[src/rtl/dm_port_arbiter.sv]
// dm_port_arbiter: shares one single-port synchronous data RAM between the
// pipeline MEM stage (port 0, high priority) and a secondary requester
// (port 1). A starvation guard forces one port-1 access after STARVE_LIMIT
// consecutive denied cycles. Read data returns one cycle after acceptance.
module dm_port_arbiter #(
    parameter int unsigned AW           = 16,
    parameter int unsigned DW           = 16,
    parameter int unsigned STARVE_LIMIT = 4,
    parameter int unsigned CW           = 8
) (
    input  logic          clk,
    input  logic          reset,

    input  logic          p0_req,
    input  logic          p0_we,
    input  logic [AW-1:0] p0_addr,
    input  logic [DW-1:0] p0_wdata,
    output logic          p0_gnt,
    output logic          p0_rvalid,
    output logic [DW-1:0] p0_rdata,

    input  logic          p1_req,
    input  logic          p1_we,
    input  logic [AW-1:0] p1_addr,
    input  logic [DW-1:0] p1_wdata,
    output logic          p1_gnt,
    output logic          p1_rvalid,
    output logic [DW-1:0] p1_rdata,

    output logic          mem_en,
    output logic          mem_we,
    output logic [AW-1:0] mem_addr,
    output logic [DW-1:0] mem_wdata,
    input  logic [DW-1:0] mem_rdata
);

    localparam logic [0:0] ST_NORM  = 1'b0;
    localparam logic [0:0] ST_FORCE = 1'b1;

    // Limit widened by one bit so wait_cnt + 1 never wraps when compared.
    localparam logic [CW:0] LIMIT = (CW + 1)'(STARVE_LIMIT);

    logic [0:0]    state;
    logic [0:0]    state_next;
    logic [CW-1:0] wait_cnt;
    logic [CW-1:0] wait_cnt_next;
    logic [CW:0]   cnt_inc;
    logic          p0_acc;
    logic          p1_acc;
    logic          rd_owner0;
    logic          rd_owner1;

    assign cnt_inc = {1'b0, wait_cnt} + {{CW{1'b0}}, 1'b1};
    assign p0_acc  = p0_req & p0_gnt;
    assign p1_acc  = p1_req & p1_gnt;

    // Grant decode: port 0 wins in ST_NORM, port 1 owns the RAM in ST_FORCE.
    always_comb begin
        p0_gnt = 1'b0;
        p1_gnt = 1'b0;
        if (!reset) begin
            if (state == ST_FORCE) begin
                p1_gnt = p1_req;
            end else begin
                p0_gnt = p0_req;
                p1_gnt = p1_req & ~p0_req;
            end
        end
    end

    // Starvation counter and state next-value logic.
    always_comb begin
        state_next    = state;
        wait_cnt_next = wait_cnt;

        if (!p1_req || p1_acc) begin
            wait_cnt_next = '0;
        end else if ({1'b0, wait_cnt} < LIMIT) begin
            wait_cnt_next = cnt_inc[CW-1:0];
        end

        if (state == ST_NORM) begin
            if (p1_req && !p1_gnt && (cnt_inc >= LIMIT)) begin
                state_next = ST_FORCE;
            end
        end else begin
            // A dropped request abandons the forced slot.
            if (p1_acc || !p1_req) begin
                state_next = ST_NORM;
            end
        end
    end

    // Arbiter state and read-owner registers.
    always_ff @(posedge clk) begin
        if (reset) begin
            state     <= ST_NORM;
            wait_cnt  <= '0;
            rd_owner0 <= 1'b0;
            rd_owner1 <= 1'b0;
        end else begin
            state     <= state_next;
            wait_cnt  <= wait_cnt_next;
            rd_owner0 <= p0_acc & ~p0_we;
            rd_owner1 <= p1_acc & ~p1_we;
        end
    end

    // RAM pin mux: idle pins are driven to zero so mem_we cannot leak.
    always_comb begin
        mem_en    = p0_gnt | p1_gnt;
        mem_we    = 1'b0;
        mem_addr  = '0;
        mem_wdata = '0;
        if (p1_gnt) begin
            mem_we    = p1_we;
            mem_addr  = p1_addr;
            mem_wdata = p1_wdata;
        end else if (p0_gnt) begin
            mem_we    = p0_we;
            mem_addr  = p0_addr;
            mem_wdata = p0_wdata;
        end
    end

    // Read return steering; gated by reset so a read accepted just before
    // reset never reports valid data.
    always_comb begin
        p0_rvalid = rd_owner0 & ~reset;
        p1_rvalid = rd_owner1 & ~reset;
        p0_rdata  = p0_rvalid ? mem_rdata : '0;
        p1_rdata  = p1_rvalid ? mem_rdata : '0;
    end

endmodule

[config.mk]
export PLATFORM = sky130hd
export DESIGN_NAME = dm_port_arbiter
export DESIGN_NICKNAME = d
export VERILOG_FILES = /design/src/rtl/dm_port_arbiter.sv
export SDC_FILE = /design/constraint.sdc
export NUM_CORES = 1
export LEC_CHECK = 0
export CORE_MARGIN = 2
export CORE_UTILIZATION = 25
export CTS_BUF_LIST = sky130_fd_sc_hd__clkbuf_4
export DETAILED_ROUTE_END_ITERATION = 8
export HOLD_SLACK_MARGIN = 0.05
export PLACE_DENSITY = 0.92
export RECOVER_POWER = 50
export SYNTH_ARGS = -nofsm -noshare
export SYNTH_HDL_FRONTEND = slang
export SYNTH_SLANG_ARGS = --single-unit
[constraint.sdc]
create_clock -name clk -period 4.1 [get_ports clk]
set_input_delay 0.82 -clock clk [delete_from_list [all_inputs] [get_ports clk]]
set_output_delay 0.82 -clock clk [all_outputs]
set_load 0.03 [all_outputs]
==> results.md, run 1 <==
* Final setup viols at 0
* VDD IR max at 0.000169 V
* Post-Syn Nets at 209
* Unique masters post-synth at 22
* RSZ-0062 raised after global routing: no
* Setup CP Type: input port to output port
* EDFF count, synth at 0
* Sequential share of power at 26.1%
* H-Tree Depth at 1
* Net Sw Power at 132 uW
* # DRC at 0
* Element type at the critical path end: output port
* Clock buffer depth at 2
* Post-CTS Resized at 0
* Number of antenna repair diodes at 0
* Share of cells above drive strength 1 at 4.35%
* TNS Setup at 0 ns
* Cell area after synthesis at 981 sq um
* Clock Power Share at 18.8%
* Data arrival time of the worst path at 2.92 ns
* Synth area leader: a22o_1
* First-pass GRT wire length at 6760 um
* All-layer global routing usage at 20.0%
* Ys Warns at 0
* Port-buffer cells at 155
* Worst Hold Class: register to register
* F_max at 267 MHz
* Final Critical Period at 3.74 ns
* Internal power at 285 uW
* Area contributors post-synth: a22o_1 (29%), and2_1 (24%), dfxtp_1 (22%)
* Placed cell areas at 2600 sq um
* Avg Inst Size Synth at 8.11 sq um
* Power share of the combinational group at 55.2%
* Final hold vios at 0
* Crit share post-route at 91.3%
* Initial antenna violation count at 0
* Asr flop ratio synth at 0%
* Final ANT Viol Nets at 0
* Vias in the first global route at 1384
* CTS Root Cell: clkbuf_4
* Worst hold slack at 0.491 ns
* Critical path fanouts, max at 23
* Worst path required time at 3.28 ns
* Via count at 1494
* Initial Util at 26.4%
* Clk Latency, worst-skew pair at 0.27 ns
* Setup bufs post-CTS at 0
* CTS Hold Bufs at 0
* Util after Layout at 70.8%
* Total Routed Length at 4880 um
* Layout Skew at 0.00163 ns
* Status: finished clean
* Die area at 4440 sq um
* Largest net degree at the start of global routing at 35
* Die width at 66.6 um
* Max transition margin at 75.7%
* Drt wl/cell at 15.1 um
* Vias per cell at 4.61
* Seq/Total Area, Yosys at 22.4%
* Area added between synthesis and finish at 168%
* 1st-iter DRT viols at 56
* DR pass1 iterations at 3
* Die Span Y at 66.6 um
* Switching fraction of total power at 31.7%
* Pwr per Cell Area at 158 nW/um^2
* Top FF cell, synth: dfxtp_1
* Nets at 365
* Top cell type's share of synthesized area at 29.5%
* Core region area at 3720 sq um
* TritonCTS buffer count at 3
* Max-Cap Viols at 0
* GR Overflow Total at 0
* Worst slew pin tran at 0.363 ns
* I/O pin cnt at 156
* CP startpoint kind: input port
* Final GP Congestion at 0.773
* Hpwl dp at 4260 um
* Slack of the worst reg-to-reg path at 2.78 ns
* Slew Viols, Final at 0
* Yosys reg bits at 11
* Leakage at 1.14 nW
* Clock slew at reported path FFs at 0.06 ns
* Post-Synthesis Cells at 121
* Sink Count at 11
* Finished Cell Area at 2630 sq um
* CTS tree: yes
* Num rows at 22
power groups by stage:
stage	Clock, mW	Sequential, mW	Combinational [mW]
floorplan	0	0.111	0.0911
global placement	0	0.111	0.229
detailed placement	0	0.111	0.233
CTS	0.0802	0.109	0.234
global route	0.0858	0.109	0.242
finish	0.0782	0.109	0.230
per-layer routing:
layer,share of wire [%],vias up,routed length [um],global-route usage [%]
li1,-,746,-,-
met1,35,654,1690,19.9
met2,54,87,2610,38.8
met3,11,7,522,6.59
met4,1.1,0,52,5.87
met5,0,-,0,0
cells in the mapped netlist, types with 2 or more instances:
cell / instances
nand2_1: 6
nor2_1: 3
mux2i_1: 2
and2_1: 37
clkbuf_1: 3
ha_1: 2
a22o_1: 33
nor2b_1: 4
buf_2: 6
dfxtp_1: 11
nand2b_1: 3
placed cells by master (no fill, tap or decap):
cell	count
o41a_1	1
or4_1	1
nor2b_1	3
and2_2	1
nor3_1	1
dlygate4sd3_1	30
a31oi_1	1
clkbuf_1	1
and2_1	36
ha_1	2
nand2b_1	3
inv_2	1
nor2_1	3
clkbuf_4	4
nor4_1	1
buf_4	4
mux2i_1	2
clkdlybuf4s50_1	125
nor2b_2	1
dfxtp_1	11
or2_0	1
nand2_1	6
a21oi_1	1
nor4bb_1	1
and2_0	1
buf_12	1
a22o_1	33
sequential cells by signal (all words and copies together) (netlist names):
name / count
wait_cnt: 8
rd_owner0: 1
rd_owner1: 1
state: 1
final cells by class:
cell class	instances	area, sq um
Clock buffer	4	30.0
Fill cell	286	1090
Inverter	1	3.75
Multi-Input combinational cell	99	711
Sequential cell	11	220
Tap cell	48	60.1
Timing Repair Buffer	161	1610
worst paths after layout:
path,startpoint,endpoint,depth (start not counted)
setup reg to reg,wait_cnt[7],state,2
setup / recovery,reset,mem_addr[3],6
hold reg to reg,wait_cnt[5],wait_cnt[5],1
hold / removal,wait_cnt[5],wait_cnt[5],1
stage by stage:
step	worst slack, ns	cells	total power [mW]
2_1_floorplan	1.41	121	0.202
3_3_place_gp	0.488	320	0.341
3_5_place_dp	0.462	320	0.344
4_1_cts	0.467	324	0.423
5_1_grt	0.261	324	0.436
6_report	0.358	324	0.417
logic make-up after synthesis:
| group | share of synthesized area, % |
|---|---|
| AO/OA/AOI/OAI | 31.8 |
| buffers and inverters | 5.36 |
| flip-flops | 22.4 |
| AND/OR/NAND/NOR | 35.8 |
| multiplexers | 2.04 |
| adder cells (fa/ha/maj) | 2.55 |
worst max-delay path, stage by stage:
cell	delay (ns)
dlygate4sd3_1	0.60
nand2b_1	0.21
nor2b_2	0.14
buf_4	0.26
a22o_1	0.20
clkdlybuf4s50_1	0.68
Note: power is estimated with default switching activity, not from simulation.
==> run 2: changes to the inputs <==
CORE_UTILIZATION = 23   (was 25)
PLACE_DENSITY = 0.86   (was 0.92)
clock period = 3.7 ns   (was 4.1 ns; I/O delays follow)
==> run 2 against run 1 <==
Final cell count up 0.31%. Die area rose by 8.2%. Wire length down 9.0%. Worst hold slack worse by 0.0056 ns. Clock power up 12%. Flip-flop and latch count did not move. Largest power group unchanged.
==> results.md, run 2 (same netlist as run 1, synthesis figures left out) <==
* Leading cell types in the layout, fill and taps excluded: clkdlybuf4s50_1 (126), and2_1 (36), a22o_1 (33)
* Net Sw Power at 146 uW (+11%)
* Placed cell areas at 2610 sq um (+0.29%)
* Final setup viols at 0 (unchanged)
* Worst path cell trace: clkdlybuf4s50_1 -> nand2b_1 -> or2_0 -> inv_2 -> buf_12 -> a22o_1 -> clkdlybuf4s50_1
* I/O pin cnt at 156 (unchanged)
* Reg with most FFs: wait_cnt
* Final Critical Period at 3.51 ns
* TritonCTS buffer count at 3 (unchanged)
* Num rows at 23 (+4.5%)
* F_max at 285 MHz
* Nets at 364 (-0.27%)
* Status: finished clean
* Layout Skew at 0.00556 ns (+0.00393 ns)
* Number of antenna repair diodes at 0 (unchanged)
* Critical path fanouts, max at 25 (+8.7%)
* RSZ-0062 raised after global routing: no
* Sequential share of power at 26.1% (about the same)
* # DRC at 0 (unchanged)
* Leakage at 1.13 nW (-0.24%)
* GR Overflow Total at 0 (unchanged)
* Worst slew pin tran at 0.344 ns (-0.0195 ns)
* Final ANT Viol Nets at 0 (unchanged)
* DR pass1 iterations at 4 (+1)
* CTS Root Cell: clkbuf_4
* Hold_sp: wait_cnt[4]
* Data arrival time of the worst path at 2.77 ns (-0.15 ns)
* TNS Setup at 0 ns (unchanged)
* Max-Cap Viols at 0 (unchanged)
* Final Power at 462 uW (+11%)
* Internal power at 316 uW (+11%)
* Final GP Congestion at 0.806 (+4.3%)
* VDD IR max at 0.000197 V (+17%)
* Switching fraction of total power at 31.6% (-0.060 points)
* Clock buffer depth at 2 (unchanged)
* Initial Util at 24.2% (-2.2 points)
* Die area at 4800 sq um (+8.2%)
* First-pass GRT wire length at 6930 um (+2.5%)
* Core region area at 4060 sq um (+9.2%)
* Drt wl/cell at 13.7 um (-9.3%)
* 1st-iter DRT viols at 43 (-23%)
* Setup bufs post-CTS at 0 (unchanged)
* Total Routed Length at 4440 um (-9.0%)
* Slack of the critical path at 0.189 ns (-0.169 ns)
* Util after Layout at 65.0% (-5.8 points)
* Placement Setup Slack at 0.207 ns (-0.255 ns)
* Die Span Y at 69.3 um (+4.0%)
* CTS tree: yes
* Power share of the combinational group at 54.9% (-0.3 points)
* Hpwl dp at 3760 um (-12%)
* Bufs and invs on worst path at 4 (+1)
* Port-buffer cells at 155 (unchanged)
* Initial antenna violation count at 0 (unchanged)
* Area added between synthesis and finish at 169%
* Reg-to-reg endpoint: state
* Non-filler cells, final at 325 (+0.31%)
* Worst R2R Path Depth at 2 (unchanged)
* Leading cell type in the layout, fill and taps excluded: clkdlybuf4s50_1
* Max transition margin at 76.9% (+1.2 points)
* Most used cell, CP: clkdlybuf4s50_1
* Clk Latency, worst-skew pair at 0.27 ns (about the same)
* Crit share post-route at 94.9%
* Worst path required time at 2.96 ns (-0.32 ns)
* Sink Count at 11 (unchanged)
* CP startpoint kind: input port
* Vias per cell at 4.52 (-2.0%)
* Worst reg2reg path startpoint: wait_cnt[7]
* Clock Power Share at 19.0% (+0.2 points)
* Worst hold slack at 0.485 ns (-0.00563 ns)
* Slack of the worst reg-to-reg path at 2.40 ns (-0.38 ns)
* Hold EP: wait_cnt[4]
* Number of flip-flops under the largest register name at 8 (unchanged)
* Vias in the first global route at 1335 (-3.5%)
* Worst Hold Class: register to register
* Pwr per Cell Area at 175 nW/um^2 (+11%)
* Cell at the slowest stage of the critical path: clkdlybuf4s50_1
* Setup CP Type: input port to output port
* Critical path origin: p0_req
* All-layer global routing usage at 17.6% (-2.4 points)
* Die width at 69.3 um (+4.0%)
* Post-Place Cells at 321 (+0.31%)
* Slew Viols, Final at 0 (unchanged)
* Post-CTS Resized at 0 (unchanged)
* Element type at the critical path end: output port
* Largest net degree at the start of global routing at 36 (+2.9%)
* Hold Crit Depth at 1 (unchanged)
* Via count at 1468 (-1.7%)
* Finished Cell Area at 2640 sq um (+0.29%)
* CTS Hold Bufs at 0 (unchanged)
* Share of cells above drive strength 1 at 4.00% (-0.35 points)
* Final hold vios at 0 (unchanged)
* H-Tree Depth at 1 (unchanged)
* CP top delay family: buffers and inverters
* Slowest Stage Delay on Critical Path at 0.67 ns (about the same)
* Clock slew at reported path FFs at 0.06 ns (about the same)
## run 2: cell types whose count changed in the layout (fill, tap and decap cells not counted), sizes merged
cell	change
dlygate4sd3	-1
buf	-1
clkdlybuf4s50	+1
## run 2: power by group through the flow
stage	Combinational (mW)	Clock [mW]	Sequential, mW
3_5_place_dp	0.257	0	0.123
6_report	0.254	0.0879	0.120
3_3_place_gp	0.256	0	0.123
2_1_floorplan	0.101	0	0.123
5_1_grt	0.267	0.0965	0.120
4_1_cts	0.258	0.0915	0.120
## run 2: worst reg2reg max path: stages (launching register included)
cell     delay [ns]
dfxtp_1        0.31
or4_1          0.51
o41a_1         0.37
## run 2: cell type report
class	count	area [sq um]
flip-flops and latches	11	220
clock buffers	4	30.0
repair buffers	160	1610
fillers	359	1420
well taps	50	62.6
multi-input cells	99	711
inverters	1	3.75
## run 2: how the worst max path moves through the flow
| stage | cells after the start | slack (ns) | to |
|---|---|---|---|
| finish | 7 | 0.19 | mem_addr[15] |
| CTS | 7 | 0.20 | mem_addr[15] |
| global placement | 7 | 0.23 | mem_addr[15] |
| floorplan | 3 | 1.17 | p0_rdata[10] |
| global route | 7 | 0.1 | mem_addr[2] |
| detailed placement | 7 | 0.21 | mem_addr[15] |
## run 2: metal layers
| layer | track usage [%] | routed length, um | up-vias |
|---|---|---|---|
| li1 | - | - | 748 |
| met1 | 19.7 | 1750 | 630 |
| met2 | 32.9 | 2310 | 86 |
| met3 | 4.94 | 357 | 4 |
| met4 | 3.27 | 25 | 0 |
| met5 | 0 | 0 | - |
==> run 3: changes to the inputs <==
MAX_ROUTING_LAYER = met4   (was not set)
==> run 3 against run 2 <==
Total power barely moved. Combinational power is essentially flat. Wire length increased by 0.25%. Cell area stayed put. Largest cell class unchanged. Largest power group unchanged.
==> results.md, run 3 (same netlist as run 1, synthesis figures left out) <==
* Status: finished clean
* 1st-iter DRT viols at 45 (+4.7%)
* Bufs and invs on worst path at 4 (unchanged)
* Die Span Y at 69.3 um (unchanged)
* CTS Root Cell: clkbuf_4
* Clock buffer depth at 2 (unchanged)
* Sink Count at 11 (unchanged)
* TritonCTS buffer count at 3 (unchanged)
* Largest net degree at the start of global routing at 36 (unchanged)
* TNS Setup at 0 ns (unchanged)
* Wire length on met1 at 1810 um (+3.5%)
* DR pass1 iterations at 4 (unchanged)
* Port-buffer cells at 155 (unchanged)
* Drt wl/cell at 13.7 um (+0.25%)
* Finished Cell Area at 2640 sq um (unchanged)
* I/O pin cnt at 156 (unchanged)
* Slack of the critical path at 0.189 ns (-0.000670 ns)
* Slack of the worst reg-to-reg path at 2.40 ns (about the same)
* Hpwl dp at 3760 um (unchanged)
* Worst reg2reg path startpoint: wait_cnt[7]
* Data arrival time of the worst path at 2.77 ns (about the same)
* Worst path required time at 2.96 ns (about the same)
* Critical path origin: p0_req
* Slowest Stage Delay on Critical Path at 0.67 ns (about the same)
* Number of antenna repair diodes at 0 (unchanged)
* Final setup viols at 0 (unchanged)
* Worst hold slack at 0.485 ns (unchanged)
* Util after Layout at 65.0% (unchanged)
* Nets at 364 (unchanged)
* Cell at the slowest stage of the critical path: clkdlybuf4s50_1
* Final Power at 463 uW (about the same)
* CP startpoint kind: input port
* Initial antenna violation count at 0 (unchanged)
* Worst path depth at 7 (unchanged)
* Vias in the first global route at 1333 (-0.15%)
* Leading cell types in the layout, fill and taps excluded: clkdlybuf4s50_1 (126), and2_1 (36), a22o_1 (33)
* Clk Latency, worst-skew pair at 0.27 ns (about the same)
* Final ANT Viol Nets at 0 (unchanged)
* Leakage at 1.13 nW (unchanged)
* Layout Skew at 0.00582 ns (+0.000263 ns)
* Die width at 69.3 um (unchanged)
* Max transition margin at 76.9% (unchanged)
* # DRC at 0 (unchanged)
* Slew Viols, Final at 0 (unchanged)
* RSZ-0062 raised after global routing: no
* Leading cell type in the layout, fill and taps excluded: clkdlybuf4s50_1
* Crit path capture: mem_addr[15]
* Met3 routed WL at 313 um (-12%)
* Setup CP Type: input port to output port
* Hold Crit Depth at 1 (unchanged)
* GR Overflow Total at 0 (unchanged)
* Reg with most FFs: wait_cnt
* VDD IR max at 0.000197 V (about the same)
* Post-CTS Resized at 0 (unchanged)
* Post-Place Cells at 321 (unchanged)
* Final GP Congestion at 0.817 (+1.5%)
* Number of flip-flops under the largest register name at 8 (unchanged)
* H-Tree Depth at 1 (unchanged)
* CTS tree: yes
* Reg-to-reg endpoint: state
* Setup bufs post-CTS at 0 (unchanged)
* Critical path fanouts, max at 25 (unchanged)
* CP top delay family: buffers and inverters
* Die area at 4800 sq um (unchanged)
* Most used cell, CP: clkdlybuf4s50_1
* Crit share post-route at 94.9% (about the same)
* All-layer global routing usage at 18.1% (+0.52 points)
* Total Routed Length at 4450 um (+0.25%)
* Worst path cell trace: clkdlybuf4s50_1 -> nand2b_1 -> or2_0 -> inv_2 -> buf_12 -> a22o_1 -> clkdlybuf4s50_1
* Placed cell areas at 2610 sq um (unchanged)
* Non-filler cells, final at 325 (unchanged)
* Num rows at 23 (unchanged)
* Element type at the critical path end: output port
* Pwr per Cell Area at 175 nW/um^2 (about the same)
* Max-Cap Viols at 0 (unchanged)
* Worst R2R Path Depth at 2 (unchanged)
* Placement Setup Slack at 0.207 ns (unchanged)
* Highest metal used: met4
* Core region area at 4060 sq um (unchanged)
* Initial Util at 24.2% (unchanged)
* Final hold vios at 0 (unchanged)
* Met2 routed WL at 2300 um (-0.30%)
* Via count at 1470 (+0.14%)
* Final Critical Period at 3.51 ns (+0.000670 ns)
* Worst slew pin tran at 0.344 ns (unchanged)
* F_max at 285 MHz (about the same)
* Clock slew at reported path FFs at 0.06 ns (about the same)
* CTS Hold Bufs at 0 (unchanged)
* Worst Hold Class: register to register
* Share of cells above drive strength 1 at 4.00% (unchanged)
* Vias per cell at 4.52 (+0.14%)
* First-pass GRT wire length at 6940 um (+0.20%)
* Area added between synthesis and finish at 169% (unchanged)
-- run 3: per-layer routing --
metal,up-vias,global-route usage [%]
met1,632,20.5
met2,86,32.8
met5,-,-
met3,4,3.92
met4,0,3.27
li1,748,-
-- run 3: power breakdown --
group	switching [mW]	internal, mW	leakage (nW)	total (mW)
combinational	0.107	0.147	1.03	0.254
clock	0.0390	0.0491	0.0184	0.0881
sequential	0.000804	0.120	0.0890	0.120
total	0.146	0.316	1.13	0.463
-- run 3: how the worst min path moves through the flow --
stage	startpoint	end	slack, ns
6_report	wait_cnt[4]	wait_cnt[4]	0.49
5_1_grt	wait_cnt[3]	wait_cnt[3]	0.51
4_1_cts	wait_cnt[4]	wait_cnt[4]	0.48
3_5_place_dp	wait_cnt[4]	wait_cnt[4]	0.47
3_3_place_gp	wait_cnt[4]	wait_cnt[4]	0.47
2_1_floorplan	wait_cnt[5]	wait_cnt[5]	0.44
-- run 3: worst register-to-register path, cell delays in order (launching register included) --
cell     delay [ns]
dfxtp_1        0.31
or4_1          0.51
o41a_1         0.37
-- run 3: layout make-up --
cell class                 count  area [sq um]
clock buffer                   4          30.0
fill                         359          1420
inverter                       1          3.75
multi-input combinational     99           711
sequential                    11           220
tap                           50          62.6
timing repair buffer         160          1610
==> edit 1: new RTL, flow settings as in run 3 <==
`CW`: 8 -> 7.
--- a/src/rtl/dm_port_arbiter.sv
+++ b/src/rtl/dm_port_arbiter.sv
@@ -8,3 +8,3 @@
     parameter int unsigned STARVE_LIMIT = 4,
-    parameter int unsigned CW           = 8
+    parameter int unsigned CW           = 7
 ) (
Behaviour: no difference found for any inputs over 10 cycles, from zero or initial values and one cycle with reset high; that may be too few to reach the edited logic, so the function may still have changed.
==> edit 1 against run 3 <==
Critical path depth shrank 1; wire length shrank 2.3%; area after synthesis shrank 6.3%; largest power group unchanged; power shrank 10%; cell count shrank 1.8%; worst setup slack gained 260 ps; sequential cell count shrank 1; final area shrank 9.3%.
==> edit 1: results (changes against run 3) <==
timing:
  fin_skew_ps: 0.472  # -5.35 ps
  hold_ws_ps: 450  # -34.8 ps
  maxSlewHeadroom_pct: 72.9  # -4.0 points
grt:
  met3_usage_pct: 5.67  # +1.7 points
  grt_usage_pct: 18.9  # +0.87 points
  grt_pass1_vias: 1430  # +7.3%
  use_met2_pct: 32.8  # about the same
  grt_use_met1_pct: 20.5  # -0.029 points
setup_path:
  cpMaxStageDelayCell: "dlygate4sd3_1"
  cp-endpoint: "mem_wdata[15]"
  arrival_ps: 2510  # -260 ps
  cpPeakStageDelay_ps: 590  # -80 ps
  ff2ff_path_depth: 3  # +1
  timing.rr.start: "wait_cnt[4]"
  crit_start: "reset"
synthesis:
  syn-num-nets: 203  # -2.9%
  synth_commonest_cells: "and2_1 (36), a22o_1 (33), dfxtp_1 (10)"
  synth_compound_area_share_pct: 37.6  # +5.8 points
  syn_inst: 116  # -4.1%
  muxShareOfSynthArea_pct: 0  # -2.0 points
routing:
  wl_met3_um: 564  # +80%
  drt_wl_total_um: 4350  # -2.3%
  met2_length_um: 2130  # -7.5%
power_and_ir_drop:
  peakVddDrop_uv: 96.6  # -51%
outcome:
  run_status: "finished clean"
cells_and_area:
  stdcell_count: 319  # -1.8%
cts:
  clk_latency_ps: 250  # -20 ps
placed_design:
  placed_cell_area_sq_mm: 0.00246  # -5.6%
  dp_slack_ps: 570  # +363 ps
  gp_congestion: 0.702  # -14%
edit 1: layout make-up:
cell class	count	area [sq um]	share of cell area, %
Clock buffer	3	22.5	0.941
Clock inverter	1	3.75	0.157
Inverter	3	11.3	0.470
Multi-Input combinational cell	93	669	28.0
Sequential cell	10	200	8.36
Tap cell	48	60.1	2.51
Timing Repair Buffer	161	1430	59.6
edit 1: how the worst min path moves through the flow:
stage,cells past startpoint,startpoint,to
final,1,wait_cnt[3],wait_cnt[3]
after detailed placement,1,wait_cnt[3],wait_cnt[3]
after floorplan,1,wait_cnt[3],wait_cnt[3]
after global routing,1,wait_cnt[3],wait_cnt[3]
after CTS,1,wait_cnt[3],wait_cnt[3]
after global placement,1,wait_cnt[6],wait_cnt[6]
edit 1: where the power goes:
group          total, uW  switching (uW)  internal (uW)  leakage (uW)
Clock               74.5            35.6           38.8     0.0000154
Sequential           110           0.713            109     0.0000809
Combinational        230             106            125      0.000874
Total                415             142            273      0.000971
==> edit 2: new RTL, flow settings as in run 3 <==
Made on the original files. Reset style: asynchronous (`reset`), changed in one clocked block.
--- a/src/rtl/dm_port_arbiter.sv
+++ b/src/rtl/dm_port_arbiter.sv
@@ -94,3 +94,3 @@
     // Arbiter state and read-owner registers.
-    always_ff @(posedge clk) begin
+    always_ff @(posedge clk or posedge reset) begin
         if (reset) begin
Check against the original RTL: same outputs for any inputs over 10 cycles, from zero or initial values and one cycle with reset high; that may be too few to reach the edited logic, so the function may still have changed.
==> edit 2 against run 3 <==
Final area increased by 1.9%; power increased by 2.8%; core utilization decreased by 8.8 points; synthesized cell count increased by 8.3%; wire length increased by 11%; worst setup slack improved by 210 ps; critical path depth decreased by 1; sequential cell count unchanged; worst hold slack improved by 110 ps; area after synthesis increased by 17%; clock skew decreased by 5.5 ps; register-to-register slack got worse by 270 ps.
==> edit 2: results (changes against run 3) <==
placed_design:
  dp_slack_ps: 552  # +345 ps
  dpl.hpwl_um: 4270  # +13%
  gp_congestion: 0.769  # -5.9%
  placed_cell_area_sq_mm: 0.00267  # +2.3%
  place_inst: 349  # +8.7%
cells_and_area:
  nets: 374  # +2.7%
  drive_gt1_share_pct: 16.1  # +12 points
  inv_count: 2  # +1
  final-clk-cell-share_pct: 1.02  # -0.11 points
  seq_area_sq_um: 275  # +25%
  multi_input_area_share_pct: 29.2  # +2.2 points
  nMultiInputCombCells: 109  # +10%
  design.seq.count: 11  # unchanged
routing:
  met2_length_um: 2600  # +13%
  vias: 1620  # +10%
  wirelength_met1_um: 1890  # +4.3%
  wl_met3_um: 426  # +36%
  drt_iter0_markers: 84  # +87%
  drt_wl_total_um: 4950  # +11%
synthesis:
  synthArstFlopShare_pct: 100  # +100 points
  synth_compound_area_share_pct: 32.9  # +1.1 points
  ys_seq_area_share_pct: 23.9  # +1.5 points
  syn_avg_cell_area_sq_um: 8.78  # +8.3%
  synth_commonest_cells: "and2_1 (38), a22o_1 (33), dfrtp_1 (11)"
  synth.area.top_cells: "a22o_1 (25%), dfrtp_1 (24%), and2_1 (21%)"
  yosysUniqueCellTypes: 29  # +32%
  muxShareOfSynthArea_pct: 1.74  # -0.30 points
  yosys_most_used_dff: "dfrtp_1"
  synthAdderAreaFrac_pct: 1.09  # -1.5 points
setup_path:
  crit_fanout: 35  # +40%
  reg2reg_to: "state"
hold_path:
  hp-start: "wait_cnt[7]"
  hold_end: "wait_cnt[7]"
power_and_ir_drop:
  netSwitchingFraction_pct: 34.5  # +2.9 points
  p_per_area_mw_per_mm2: 177  # +0.83%
  switchingPower_uw: 164  # +12%
  p_leak_uw: 0.00116  # +2.7%
  peakVddDrop_uv: 90.2  # -54%
  p_clk_uw: 78.1  # -11%
grt:
  grt_pass1_wl_um: 6950  # +0.10%
  grt_use_met1_pct: 19.1  # -1.4 points
  use_met2_pct: 28.6  # -4.2 points
timing:
  hold_ws_ps: 594  # +109 ps
  finalCriticalPeriod_ps: 3300  # -210 ps
  fin_skew_ps: 0.327  # -5.50 ps
outcome:
  run_status: "finished clean"
==> edit 2: changes by cell type in the layout (fill, tap and decap cells not counted), moves of 3 or more <==
cell | run 3 | this run
and2_0 | 1 | 6
and2_1 | 36 | 32
buf_4 | 2 | 38
clkdlybuf4s50_1 | 126 | 117
dfrtp_1 | 0 | 11
dfxtp_1 | 11 | 0
dlygate4sd3_1 | 29 | 3
nand2_1 | 6 | 2
nand2b_1 | 3 | 0
nor2_1 | 3 | 6
o21a_1 | 0 | 4
==> edit 2: worst max-delay path: stages <==
cell and delay [ps]:
clkdlybuf4s50_1 460, nor2b_1 410, and2_0 190, buf_4 330
a22o_1 270, buf_12 140
==> edit 2: how the worst max path moves through the flow <==
stage / startpoint / cells after the start / end
final: p0_req / 6 / mem_addr[15]
after global routing: p0_req / 6 / mem_addr[15]
after CTS: reset / 5 / mem_en
after detailed placement: reset / 5 / mem_en
after global placement: reset / 5 / mem_en
after floorplan: reset / 5 / mem_addr[10]
